===== src/rtl/serial_subtractor.sv =====
`default_nettype none
// ============================================================================
//  Module   : serial_subtractor
//  Purpose  : Bit-serial two's-complement subtractor computing a - b, LSB
//             first, one bit per clock through a single full-subtractor cell
//             and a borrow flip-flop. Wrapped in a start/busy/done handshake;
//             results are registered and held until the next operation ends.
//  Ports    : clk    - system clock, rising edge
//             rst_n  - asynchronous active-low reset
//             start  - request pulse, accepted only in IDLE
//             a, b   - minuend / subtrahend, sampled when start is accepted
//             busy   - high while the subtraction runs (RUN state)
//             done   - one-cycle pulse, results valid (DONE state)
//             diff   - a - b modulo 2^WIDTH
//             borrow - unsigned borrow out (a < b unsigned)
//             ovf    - signed overflow of a - b
//             zero   - diff == 0
//  Revision : 1.0  initial release
// ============================================================================
module serial_subtractor #(
   parameter int WIDTH = 8
) (
   input  logic             clk,
   input  logic             rst_n,
   input  logic             start,
   input  logic [WIDTH-1:0] a,
   input  logic [WIDTH-1:0] b,
   output logic             busy,
   output logic             done,
   output logic [WIDTH-1:0] diff,
   output logic             borrow,
   output logic             ovf,
   output logic             zero
);

   localparam int c_cnt_w = $clog2(WIDTH) + 1;
   localparam logic [c_cnt_w-1:0] c_last = c_cnt_w'(WIDTH - 1);

   typedef enum logic [1:0] {
      s_idle = 2'd0,
      s_run  = 2'd1,
      s_done = 2'd2
   } state_t;

   state_t r_state;
   state_t w_state_next;

   logic [WIDTH-1:0]   r_sa;
   logic [WIDTH-1:0]   r_sb;
   logic [WIDTH-1:0]   r_res;
   logic               r_br;
   logic               r_amsb;
   logic               r_bmsb;
   logic [c_cnt_w-1:0] r_cnt;

   logic               w_x;
   logic               w_y;
   logic               w_d;
   logic               w_br_next;
   logic               w_last;
   logic [WIDTH-1:0]   w_res_next;

   // Full-subtractor cell on the current LSBs
   assign w_x        = r_sa[0];
   assign w_y        = r_sb[0];
   assign w_d        = w_x ^ w_y ^ r_br;
   assign w_br_next  = (~w_x & w_y) | (~(w_x ^ w_y) & r_br);
   assign w_last     = (r_cnt == c_last);
   // Result bits enter from the MSB side so that after WIDTH shifts bit 0
   // of the operands ends up at bit 0 of the result.
   assign w_res_next = {w_d, r_res[WIDTH-1:1]};

   assign busy = (r_state == s_run);
   assign done = (r_state == s_done);

   // State register
   always_ff @(posedge clk or negedge rst_n) begin
      if (!rst_n) begin
         r_state <= s_idle;
      end else begin
         r_state <= w_state_next;
      end
   end

   // Next-state logic
   always_comb begin
      w_state_next = r_state;
      case (r_state)
         s_idle:  if (start) w_state_next = s_run;
         s_run:   if (w_last) w_state_next = s_done;
         s_done:  w_state_next = s_idle;
         default: w_state_next = s_idle;
      endcase
   end

   // Datapath: operand shift registers, borrow flop, counter and the
   // result registers, which only change on the final bit of an operation.
   always_ff @(posedge clk or negedge rst_n) begin
      if (!rst_n) begin
         r_sa   <= '0;
         r_sb   <= '0;
         r_res  <= '0;
         r_br   <= 1'b0;
         r_amsb <= 1'b0;
         r_bmsb <= 1'b0;
         r_cnt  <= '0;
         diff   <= '0;
         borrow <= 1'b0;
         ovf    <= 1'b0;
         zero   <= 1'b0;
      end else begin
         case (r_state)
            s_idle: begin
               if (start) begin
                  r_sa   <= a;
                  r_sb   <= b;
                  r_res  <= '0;
                  r_amsb <= a[WIDTH-1];
                  r_bmsb <= b[WIDTH-1];
                  r_br   <= 1'b0;
                  r_cnt  <= '0;
               end
            end
            s_run: begin
               r_sa  <= r_sa >> 1;
               r_sb  <= r_sb >> 1;
               r_res <= w_res_next;
               r_br  <= w_br_next;
               r_cnt <= r_cnt + 1'b1;
               if (w_last) begin
                  diff   <= w_res_next;
                  borrow <= w_br_next;
                  // w_d is the result MSB on the final bit
                  ovf    <= (r_amsb != r_bmsb) && (w_d != r_amsb);
                  zero   <= (w_res_next == '0);
               end
            end
            default: ;
         endcase
      end
   end

endmodule
`default_nettype wire

===== config.mk =====
export PLATFORM = sky130hd
export DESIGN_NAME = serial_subtractor
export DESIGN_NICKNAME = d
export VERILOG_FILES = /design/src/rtl/serial_subtractor.sv
export SDC_FILE = /design/constraint.sdc
export NUM_CORES = 1
export LEC_CHECK = 0
export ABC_AREA = 1
export CORE_UTILIZATION = 60
export CTS_CLUSTER_DIAMETER = 200
export CTS_CLUSTER_SIZE = 24
export DETAILED_ROUTE_END_ITERATION = 12
export DONT_BUFFER_PORTS = 1
export HOLD_SLACK_MARGIN = 0.08
export PLACE_DENSITY = 0.83
export SETUP_SLACK_MARGIN = 0.3
export SYNTH_ARGS = -nofsm -noshare
export SYNTH_HDL_FRONTEND = slang
export SYNTH_SLANG_ARGS = --single-unit

===== constraint.sdc =====
create_clock -name clk -period 1.5 [get_ports clk]
set_input_delay 0.225 -clock clk [delete_from_list [all_inputs] [get_ports clk]]
set_output_delay 0.225 -clock clk [all_outputs]
set_load 0.02 [all_outputs]

Yosys cells after proc, flatten, opt, wreduce, memory -nomap -nowiden
Cells that the tools add are included.
Cells by class
  add/subtract/negate cells: 1
  equality and inequality tests: 7
  muxes and demuxes: 13
  bitwise gates (word level): 7
  reductions and logical operators: 8
Operators with widths (count)
  $pmux 8 s2: 3
  $mux 8: 3
  $logic_not 8->1: 1
  $pmux 4 s2: 1
  $reduce_and 2->1: 4
  $add 4x1->4 const B: 1
  $eq 4x3->1 const B: 1
  $mux 2: 2
  $mux 4: 1
  $pmux 2 s2: 1
  $and 1x1->1: 2
  $eq 2x1->1 const B: 1
  $eq 2x2->1 const B: 1
  $logic_not 2->1: 1
  $ne 1x1->1: 2
  $ne 2x1->1 const B: 1
  $ne 2x2->1 const B: 1
  $not 1->1: 2
  $pmux 1 s2: 1
  $reduce_bool 2->1: 1
  $xor 1x1->1: 2
  $logic_and 1x1->1: 1
  $mux 1: 1
  $or 1x1->1: 1
Word-level totals
  flip-flop bits (word level): 44
  output and inout port bits: 13
  logic and storage cells: 48

Depth between registers and ports, before layout
Gate-level depths: netlist (run 1).
  word-level depth: 5
  mapped depth: 7
  depth with buffers taken out: 7

Worst setup path before layout (run 1)
Ideal clock, no wire load.
  kind: reg-to-reg
  from: reg r_sa[0]
  to: reg ovf
  setup time: 65 ps
  arrival time: 1230 ps
  setup slack: 205 ps
  cell stages (with the launch flop): 7
  cells stage by stage: dfrtp_1 > inv_1 > fa_1 > nand3_1 > o21ai_0 > nand2_1 > nand2_1
On the way
  longest elaborated chain between the ends: 4
RTL lines
  start, declared: line 48  | logic [WIDTH-1:0] r_sa;
  start signal, assigned: line 125  | r_sa <= r_sa >> 1;
  $xor 1x1->1 (2 in series): line 66  | assign w_d = w_x ^ w_y ^ r_br;
  $ne 1x1->1: line 134  | ovf <= (r_amsb != r_bmsb) && (w_d != r_amsb);
  $logic_and 1x1->1: line 134
  end signal, assigned: line 134
  end, declared: line 32  | output logic ovf,
No other way between the ends.
A chain may end at the register's enable or synchronous reset.

Worst setup path after layout (run 1)
  from: reg r_sb[0]
  to: reg zero
On the way
  longest elaborated chain between the ends: 3
RTL lines
  start, declared: line 49  | logic [WIDTH-1:0] r_sb;
  start signal, assigned: line 126  | r_sb <= r_sb >> 1;
  $xor 1x1->1 (2 in series): line 66
  net w_d: line 58  | logic w_d;
  $logic_not 8->1: line 135  | zero <= (w_res_next == '0);
  end signal, assigned: line 135
  end, declared: line 33  | output logic zero
The timed path passes the listed nets, and every way through them passes these cells.

==> results of run 1 <==
==> routing by layer <==
metal | up-vias | global-route usage | part of all wire
li1 | 783 | - | -
met1 | 897 | 0.333 | 0.38
met2 | 83 | 0.450 | 0.54
met3 | 15 | 0.0813 | 0.065
met4 | 0 | 0.0714 | 0.022
met5 | - | 0 | 0
==> through the flow <==
stage           util  instance area [sq um]  total power [mW]  hold slack [ns]  setup TNS, ns
2_1_floorplan      -                   1940              3.44          -0.0706              0
3_3_place_gp   0.648                   1980              3.75          -0.0695              0
3_5_place_dp   0.648                   1980              3.81          -0.0696              0
4_1_cts        0.765                   2330              4.84           0.0902              0
5_1_grt        0.923                   2820              6.42            0.112         -0.113
6_report       0.923                   2820              6.13            0.118       -0.00727
==> worst paths after layout <==
| path | from | to | slack [ns] | depth (start not counted) |
|---|---|---|---|---|
| min reg2reg | r_sb[6] | r_sb[5] | 0.54 | 2 |
| max | r_sb[0] | zero | -0.007 | 7 |
| max in group asynchronous | rst_n | r_state[1] | 0.98 | 2 |
| min in group asynchronous | rst_n | diff[0] | 0.31 | 2 |
| max reg2reg | r_sb[0] | zero | -0.007 | 7 |
| min | b[6] | r_sb[6] | 0.12 | 4 |
==> placed cells by master (no fill, tap or decap), types with 2 or more instances in the layout <==
| cell type | n |
|---|---|
| dfrtp_1 | 42 |
| buf_6 | 4 |
| clkbuf_8 | 2 |
| buf_12 | 4 |
| nand2_4 | 2 |
| nand2_8 | 6 |
| o21ai_2 | 15 |
| nand3_1 | 15 |
| nor2_2 | 2 |
| nor2_4 | 6 |
| o21ai_0 | 3 |
| buf_4 | 14 |
| nand2_2 | 8 |
| buf_8 | 2 |
| dlygate4sd3_1 | 16 |
| clkbuf_4 | 5 |
| o22ai_2 | 5 |
| fa_1 | 2 |
| inv_2 | 2 |
| nand3_2 | 12 |
| nor2_1 | 19 |
| nand2_1 | 39 |
| clkbuf_16 | 2 |
| nand3_4 | 2 |
| o22ai_1 | 2 |
| inv_1 | 19 |
==> power by group through the flow <==
stage	sequential (mW)	combinational [mW]	clock, mW
CTS	2.15	2.03	0.653
global placement	2.18	1.57	0
floorplan	2.11	1.33	0
detailed placement	2.20	1.62	0
finish	2.29	3.19	0.649
global route	2.33	3.38	0.710
==> registers in the layout, summed over array words and instances (netlist names) <==
name	flops
r_bmsb	1
r_cnt	4
ovf	1
r_sa	8
r_res	7
borrow	1
r_amsb	1
zero	1
r_sb	8
diff	8
r_br	1
r_state	2
==> critical path, cell delays in order (launching register included) <==
cell	delay, ns
dfrtp_1	0.46
inv_1	0.09
fa_1	0.47
nor2_1	0.14
nand2_1	0.07
nor2_1	0.09
nand2_1	0.07
nand2_1	0.07
==> cells by family after synthesis <==
logic type / after synthesis / synth area share
AND/OR/NAND/NOR: 108 / 0.245
flip-flops: 43 / 0.557
AO/OA/AOI/OAI: 29 / 0.0952
adder cells (fa/ha/maj): 3 / 0.0272
buffers and inverters: 31 / 0.0751
==> timing repair <==
item,CTS,global route
gates cloned,1,6
hold buffers,16,1
endpoints found under the setup margin,30,42
resized for setup,14,70
setup buffers,7,10
endpoints found under the hold margin,61,1
pin swaps,5,14
==> final cells by class <==
type                            count  area share
Sequential cell                    43       0.382
Inverter                           22      0.0311
Tap cell                           44      0.0195
Timing Repair Buffer               43       0.169
Clock buffer                        8      0.0244
Multi-Input combinational cell    144       0.374
==> results.toml, run 1 <==
[detailed_routing]
vias = 1778
post_drt_wl_per_cell_um = 19.5
wl_mm = 5.92
drtIter0Drc = 154
drtPass1Iterations = 4
via_per_inst = 5.85
drcViolationCount = 0
detail-route-antenna-nets = 0

[power_and_ir_drop]
p_leak_nw = 1.29
power_density_nw_per_um2 = 2180
p_sw_mw = 2.77
power.share.clock = 0.106
comb_power_share = 0.520
power_frac_seq = 0.374
ir_drop_mv = 1.15
swShare = 0.452
p_int_mw = 3.36

[die]
num_rows = 20
pin_count = 32
design.core.area_sq_um = 3050
die_w_um = 58.7
start_util = 0.633
die_h_um = 58.7
die-area_sq_um = 3450

[run]
drv_cap = 0

[logic_synthesis]
synth_nets = 236
yosysSeqAreaShare = 0.557
synth_top_area_share = 0.557
synthDistinctLibCells = 21
synth_ff_type = "dfrtp_1"
synth_cells = 214
netlist_top_cells_area = "dfrtp_1 (56%), nand2_1 (9.3%), nand3_1 (7.5%)"
async_flop_share = 1.00
synth_edf_count = 0
synth_area_sq_um = 1930
synthTopCellsByCount = "nand2_1 (48), dfrtp_1 (43), nand3_1 (29)"
avgSynthCellArea_sq_um = 9.03
yosysTopAreaCell = "dfrtp_1"
ys_ff_latch = 43
synth.most_common_cell = "nand2_1"
yosys_warnings = 0

[timing]
period_needed_ns = 1.51
fin_crit_sh = 1.00
drv_slew = 0
max_clock_freq_ghz = 0.663
hold_viol = 0
rsz0062_at_grt = "yes"
setup_viol = 1
tightest_slew_ns = 0.309
finalClockSkew_ns = 0.00530
slew_headroom = 0.793
setup_slack_ns = -0.00727

[final_layout]
multiInputGateArea_sq_um = 1050
layout.nets = 281
stdcell_count = 304
syn_to_final_growth_pct = 45.9
insertedDiodeCount = 0
fill_cells = 108
regArea_sq_um = 1080
drive_above_1_share = 0.381

[setup_path]
critPathArrivalTime_ns = 1.82
cp.required_ns = 1.81
path_class = "flop to flop"
endpoint_kind = "flop"
cp_max_fo = 3
cp-start-kind = "flop"

[place]
io_buffers = 0
gp_congestion = 0.760
post-dp-hpwl_mm = 2.33
place_inst = 255
place_ws_ns = 0.141

[grt]
antenna_found_initial = 0
overflow = 0
grt_pass1_wl_mm = 6.62
grt_max_degree = 44
grt_pass1_vias = 1496
grt_usage = 0.266

[clock_tree]
clk_latency_ns = 0.36
cts_buffers = 5
cts_tree = "built"
htreeDepth = 2
cts.clk_slew.worst_paths_ns = 0.12
cts.path.max_buffers = 2
numClockSinks = 43
cts_root_buf = "clkbuf_4"

[status]
violations = "negative setup slack"
outcome = "complete, but fails checks"

[hold_path]
hp-class = "input port to flop"
Power figures use the tool's default switching activity.
==> inputs of run 2 (changes only) <==
- CORE_MARGIN: unset -> 2
==> run 2 against run 1 <==
The flow still finishes with violations (negative setup slack). Die area rose by 6.9%. Design area increased by 1.5%. Count of clock-buffer cells in the layout is the same. Core utilization increased by 1.4 points. Clock power is 3.4% higher. Total power rose by 8.8%. Register-to-register slack got worse by 0.06 ns. Wire length grew 20%. Sequential power grew 3%.
==> results.toml, run 2 (same netlist as run 1, synthesis figures left out) <==
[detailed_routing]
wl_met3_um = 658
drtPass1Iterations = 6
drtIter0Drc = 245
post_drt_wl_per_cell_um = 23.6
wl_mm = 7.10
vias = 1966
drcViolationCount = 0
via_per_inst = 6.53
detail-route-antenna-nets = 0
top_layer_used = "met4"
wl_met1_mm = 2.47
met2WireLength_mm = 3.52

[setup_path]
ff2ff_setup_slack_ns = -0.07
path_class = "flop to flop"
endpoint_kind = "flop"
cp-start-kind = "flop"
reg2reg_depth = 5
cp_max_fo = 3
r2r_end = "ovf"
cp.required_ns = 1.82
critPathArrivalTime_ns = 1.88
timing.rr.start = "r_br"

[grt]
grt_pass1_vias = 1637
grt_pass1_wl_mm = 7.38
antenna_found_initial = 0
grt_max_degree = 44
overflow = 0
grt_usage = 0.279

[timing]
setup_slack_ns = -0.0694
rsz0062_at_grt = "yes"
period_needed_ns = 1.57
slew_headroom = 0.769
max_clock_freq_ghz = 0.637
tightest_slew_ns = 0.346
finalClockSkew_ns = 0.0108
hold_slack_ns = 0.0773
fin_crit_sh = 1.05
setup_viol = 2
drv_slew = 0
hold_viol = 0

[hold_path]
worstHoldPathCells = 4
hp-class = "input port to flop"
hold_start = "a[1]"
min_to = "r_sa[1]"

[clock_tree]
numClockSinks = 43
cts.clk_slew.worst_paths_ns = 0.13
cts_tree = "built"
cts_buffers = 5
htreeDepth = 2
cts_root_buf = "clkbuf_4"
clk_latency_ns = 0.37
cts.path.max_buffers = 2

[final_layout]
insertedDiodeCount = 0
drive_above_1_share = 0.409
stdcell_count = 301
final_cell_mix = "dfrtp_1 (40), nand2_1 (36), nor2_1 (21), inv_1 (18), nand3_1 (15)"
top_regs = "diff x8, r_sa x8, r_sb x8"
final_common_cell = "dfrtp_1"
syn_to_final_growth_pct = 48.1
layout.nets = 278

[die]
design.core.area_sq_um = 3050
die_h_um = 60.7
die-area_sq_um = 3690
pin_count = 32
num_rows = 20
start_util = 0.633
die_w_um = 60.7

[place]
place_inst = 255
gp_congestion = 0.749
post-dp-hpwl_mm = 2.45
io_buffers = 0

[power_and_ir_drop]
p_leak_nw = 1.30
ir_drop_mv = 1.39
power_density_nw_per_um2 = 2330

[status]
outcome = "complete, but fails checks"
violations = "negative setup slack"

[run]
drv_cap = 0
## run 2: cell types whose count changed in the layout (fill, tap and decap cells not counted), sizes merged
cell / change
dlygate4sd3: -6
clkbuf: +1
buf: +2
## run 2: layer usage
metal  track usage  up-vias
li1              -      786
met1         0.328      946
met2         0.488      179
met3        0.0768       55
met4         0.106        0
met5             0        -
## run 2: where the power goes
part / internal, mW / total (mW) / leakage [nW] / switching (mW)
Clock: 0.276 / 0.671 / 0.0386 / 0.395
Combinational: 1.62 / 3.64 / 0.720 / 2.02
Sequential: 1.67 / 2.36 / 0.540 / 0.685
Total: 3.57 / 6.67 / 1.30 / 3.10
## run 2: what timing repair did
action,4_1_cts,5_1_grt
buffers inserted,9,10
pin swaps,9,20
hold buffers,11,0
setup endpoints to repair,24,45
cloned,3,5
hold endpoints to repair,60,0
gates resized for setup,19,81
## run 2: how the worst max path moves through the flow
stage | from | endpoint | slack, ns | cells past startpoint
floorplan | r_br | zero | 0.25 | 7
global placement | r_sa[0] | ovf | 0.13 | 6
detailed placement | r_sa[0] | ovf | 0.11 | 6
CTS | r_state[0] | busy | 0.10 | 3
global route | r_br | ovf | -0.05 | 5
finish | r_br | ovf | -0.07 | 5
## run 2: critical path: stages, from the launching register on
cell and delay [ns]:
dfrtp_1 0.45, fa_1 0.64, nand3_1 0.14, o21ai_1 0.13
nand2_1 0.09, nand2_1 0.06
## run 2: final cells by class
class | count | area (sq um)
Tap cell | 44 | 55.1
Clock buffer | 8 | 68.8
Multi-Input combinational cell | 144 | 1090
Fill cell | 96 | 191
Sequential cell | 43 | 1080
Timing Repair Buffer | 40 | 477
Inverter | 22 | 87.6
## run 2: metrics by stage
step	TNS, ns	setup slack (ns)	utilization	instance area [sq um]	total power, mW
after floorplan	0	0.247	-	1940	3.44
after global routing	-0.0612	-0.0465	0.937	2860	6.91
after global placement	0	0.133	0.648	1980	3.76
after CTS	0	0.101	0.765	2330	4.97
after detailed placement	0	0.111	0.648	1980	3.85
final	-0.0957	-0.0694	0.937	2860	6.67
==> inputs of run 3 (changes only) <==
- CORE_ASPECT_RATIO: unset -> 1.2
- SKIP_LAST_GASP: unset -> 1
- SLEW_MARGIN: unset -> 40
==> run 3 against run 2 <==
The run still ends with negative setup slack left. Global-route usage fell by 3.6 points. Fmax rose by 0.36%. Wire length fell by 14%. Count of clock-buffer cells in the layout fell by 2. Sequential share of layout area rose by 1.3 points. Critical path type unchanged. Critical path depth rose by 2. Via count fell by 6.5%. First-iteration DRC count fell by 40%. Register-to-register slack barely moved. Clock skew rose by 0.0062 ns.
==> results.toml, run 3 (same netlist as run 1, synthesis figures left out) <==
[power_and_ir_drop]
power_density_nw_per_um2 = 2260
power_frac_seq = 0.369
p_leak_nw = 1.30
power.share.clock = 0.094
swShare = 0.448
p_sw_mw = 2.80
ir_drop_mv = 1.53
p_int_mw = 3.44
power.total_mw = 6.24
comb_power_share = 0.538

[timing]
setup_viol = 2
drv_slew = 0
tightest_slew_ns = 0.290
setup_slack_ns = -0.0638
rsz0062_at_grt = "yes"
finalClockSkew_ns = 0.0169
fin_crit_sh = 1.04
max_clock_freq_ghz = 0.639
period_needed_ns = 1.56
slew_headroom = 0.806
hold_viol = 0

[setup_path]
timing.rr.start = "r_sa[0]"
startpoint = "r_sa[0]"
cp_max_fo = 2
cp-start-kind = "flop"
critPathArrivalTime_ns = 1.82
cp.required_ns = 1.76
ff2ff_setup_slack_ns = -0.06
path_class = "flop to flop"
endpoint_kind = "flop"

[clock_tree]
cts.path.max_buffers = 2
numClockSinks = 43
clk_latency_ns = 0.36
cts.clk_slew.worst_paths_ns = 0.13
cts_tree = "built"
cts_buffers = 5
cts_root_buf = "clkbuf_4"
htreeDepth = 2

[status]
violations = "negative setup slack"
outcome = "complete, but fails checks"

[run]
drv_cap = 0

[detailed_routing]
drtIter0Drc = 147
detail-route-antenna-nets = 0
post_drt_wl_per_cell_um = 20.6
wl_mm = 6.11
vias = 1839
drtPass1Iterations = 5
via_per_inst = 6.19
drcViolationCount = 0

[grt]
grt_use_met2 = 0.426
gr-max-usage-layer = "met2"
grt_max_degree = 44
grt_use_met3 = 0.0626
globalRouteMet1Util = 0.283
antenna_found_initial = 0
grt_usage = 0.244
overflow = 0
grt_pass1_wl_mm = 6.83
grt_pass1_vias = 1553

[die]
design.core.area_sq_um = 3060
pin_count = 32
start_util = 0.632
die_w_um = 55.8
die-area_sq_um = 3690
die_h_um = 66.2
num_rows = 22

[final_layout]
drive_above_1_share = 0.352
layout.nets = 283
final_cell_mix = "dfrtp_1 (41), nand2_1 (36), nand3_1 (25), nor2_1 (20), buf_4 (20)"
syn_to_final_growth_pct = 43.2
final_common_cell = "dfrtp_1"
top_regs = "diff x8, r_sa x8, r_sb x8"
insertedDiodeCount = 0
fin_util = 0.905

[place]
post-dp-hpwl_mm = 2.45
io_buffers = 0
gp_congestion = 0.834
place_ws_ns = 0.0984

[hold_path]
hold_start = "start"
hp-class = "input port to flop"
run 3: area by class of cell:
cell class,count,area (sq um)
timing repair buffer,45,518
multi-input combinational,144,981
tap,36,45.0
clock inverter,1,5.00
fill,118,289
inverter,22,87.6
clock buffer,6,51.3
sequential,43,1080
run 3: final timing paths:
| path | end | cells after the start |
|---|---|---|
| hold reg to reg | r_sb[2] | 2 |
| setup / recovery | zero | 7 |
| hold / removal | r_sb[6] | 3 |
| min in group asynchronous | diff[1] | 2 |
| max in group asynchronous | r_state[1] | 2 |
| setup reg to reg | zero | 7 |
run 3: power by group through the flow:
stage / Sequential (mW) / Combinational (mW) / Clock [mW]
global route: 2.34 / 3.52 / 0.629
global placement: 2.17 / 1.56 / 0
floorplan: 2.11 / 1.33 / 0
detailed placement: 2.19 / 1.61 / 0
finish: 2.30 / 3.35 / 0.585
CTS: 2.15 / 1.94 / 0.571
run 3: stage by stage:
stage	TNS, ns	instance area [sq um]	instances	hold slack (ns)
2_1_floorplan	0	1940	214	-0.0706
6_report	-0.105	2770	297	0.0805
3_3_place_gp	0	1960	246	-0.0695
4_1_cts	0	2190	269	-0.452
5_1_grt	-0.116	2770	297	0.0805
3_5_place_dp	0	1960	246	-0.0695
run 3: repair_timing:
item	CTS	global route
pin swaps	8	19
cloned	0	7
hold buffers	9	2
setup endpoints to repair	37	45
resized for setup	9	63
buffers inserted	7	19
hold endpoints to repair	55	43
run 3: per-layer routing:
metal,part of all wire,wire [um],vias to the layer above
met1,0.34,2100,881
li1,-,-,784
met2,0.51,3140,129
met3,0.074,451,45
met4,0.068,418,0
met5,0,0,-
run 3: critical path, stage by stage, from the launching register on:
cell and delay [ns]:
dfrtp_1 0.44, buf_4 0.16, fa_2 0.56, nor2_1 0.06
nand2_1 0.06, nor2_1 0.04, nand2_1 0.08, nand2_1 0.07
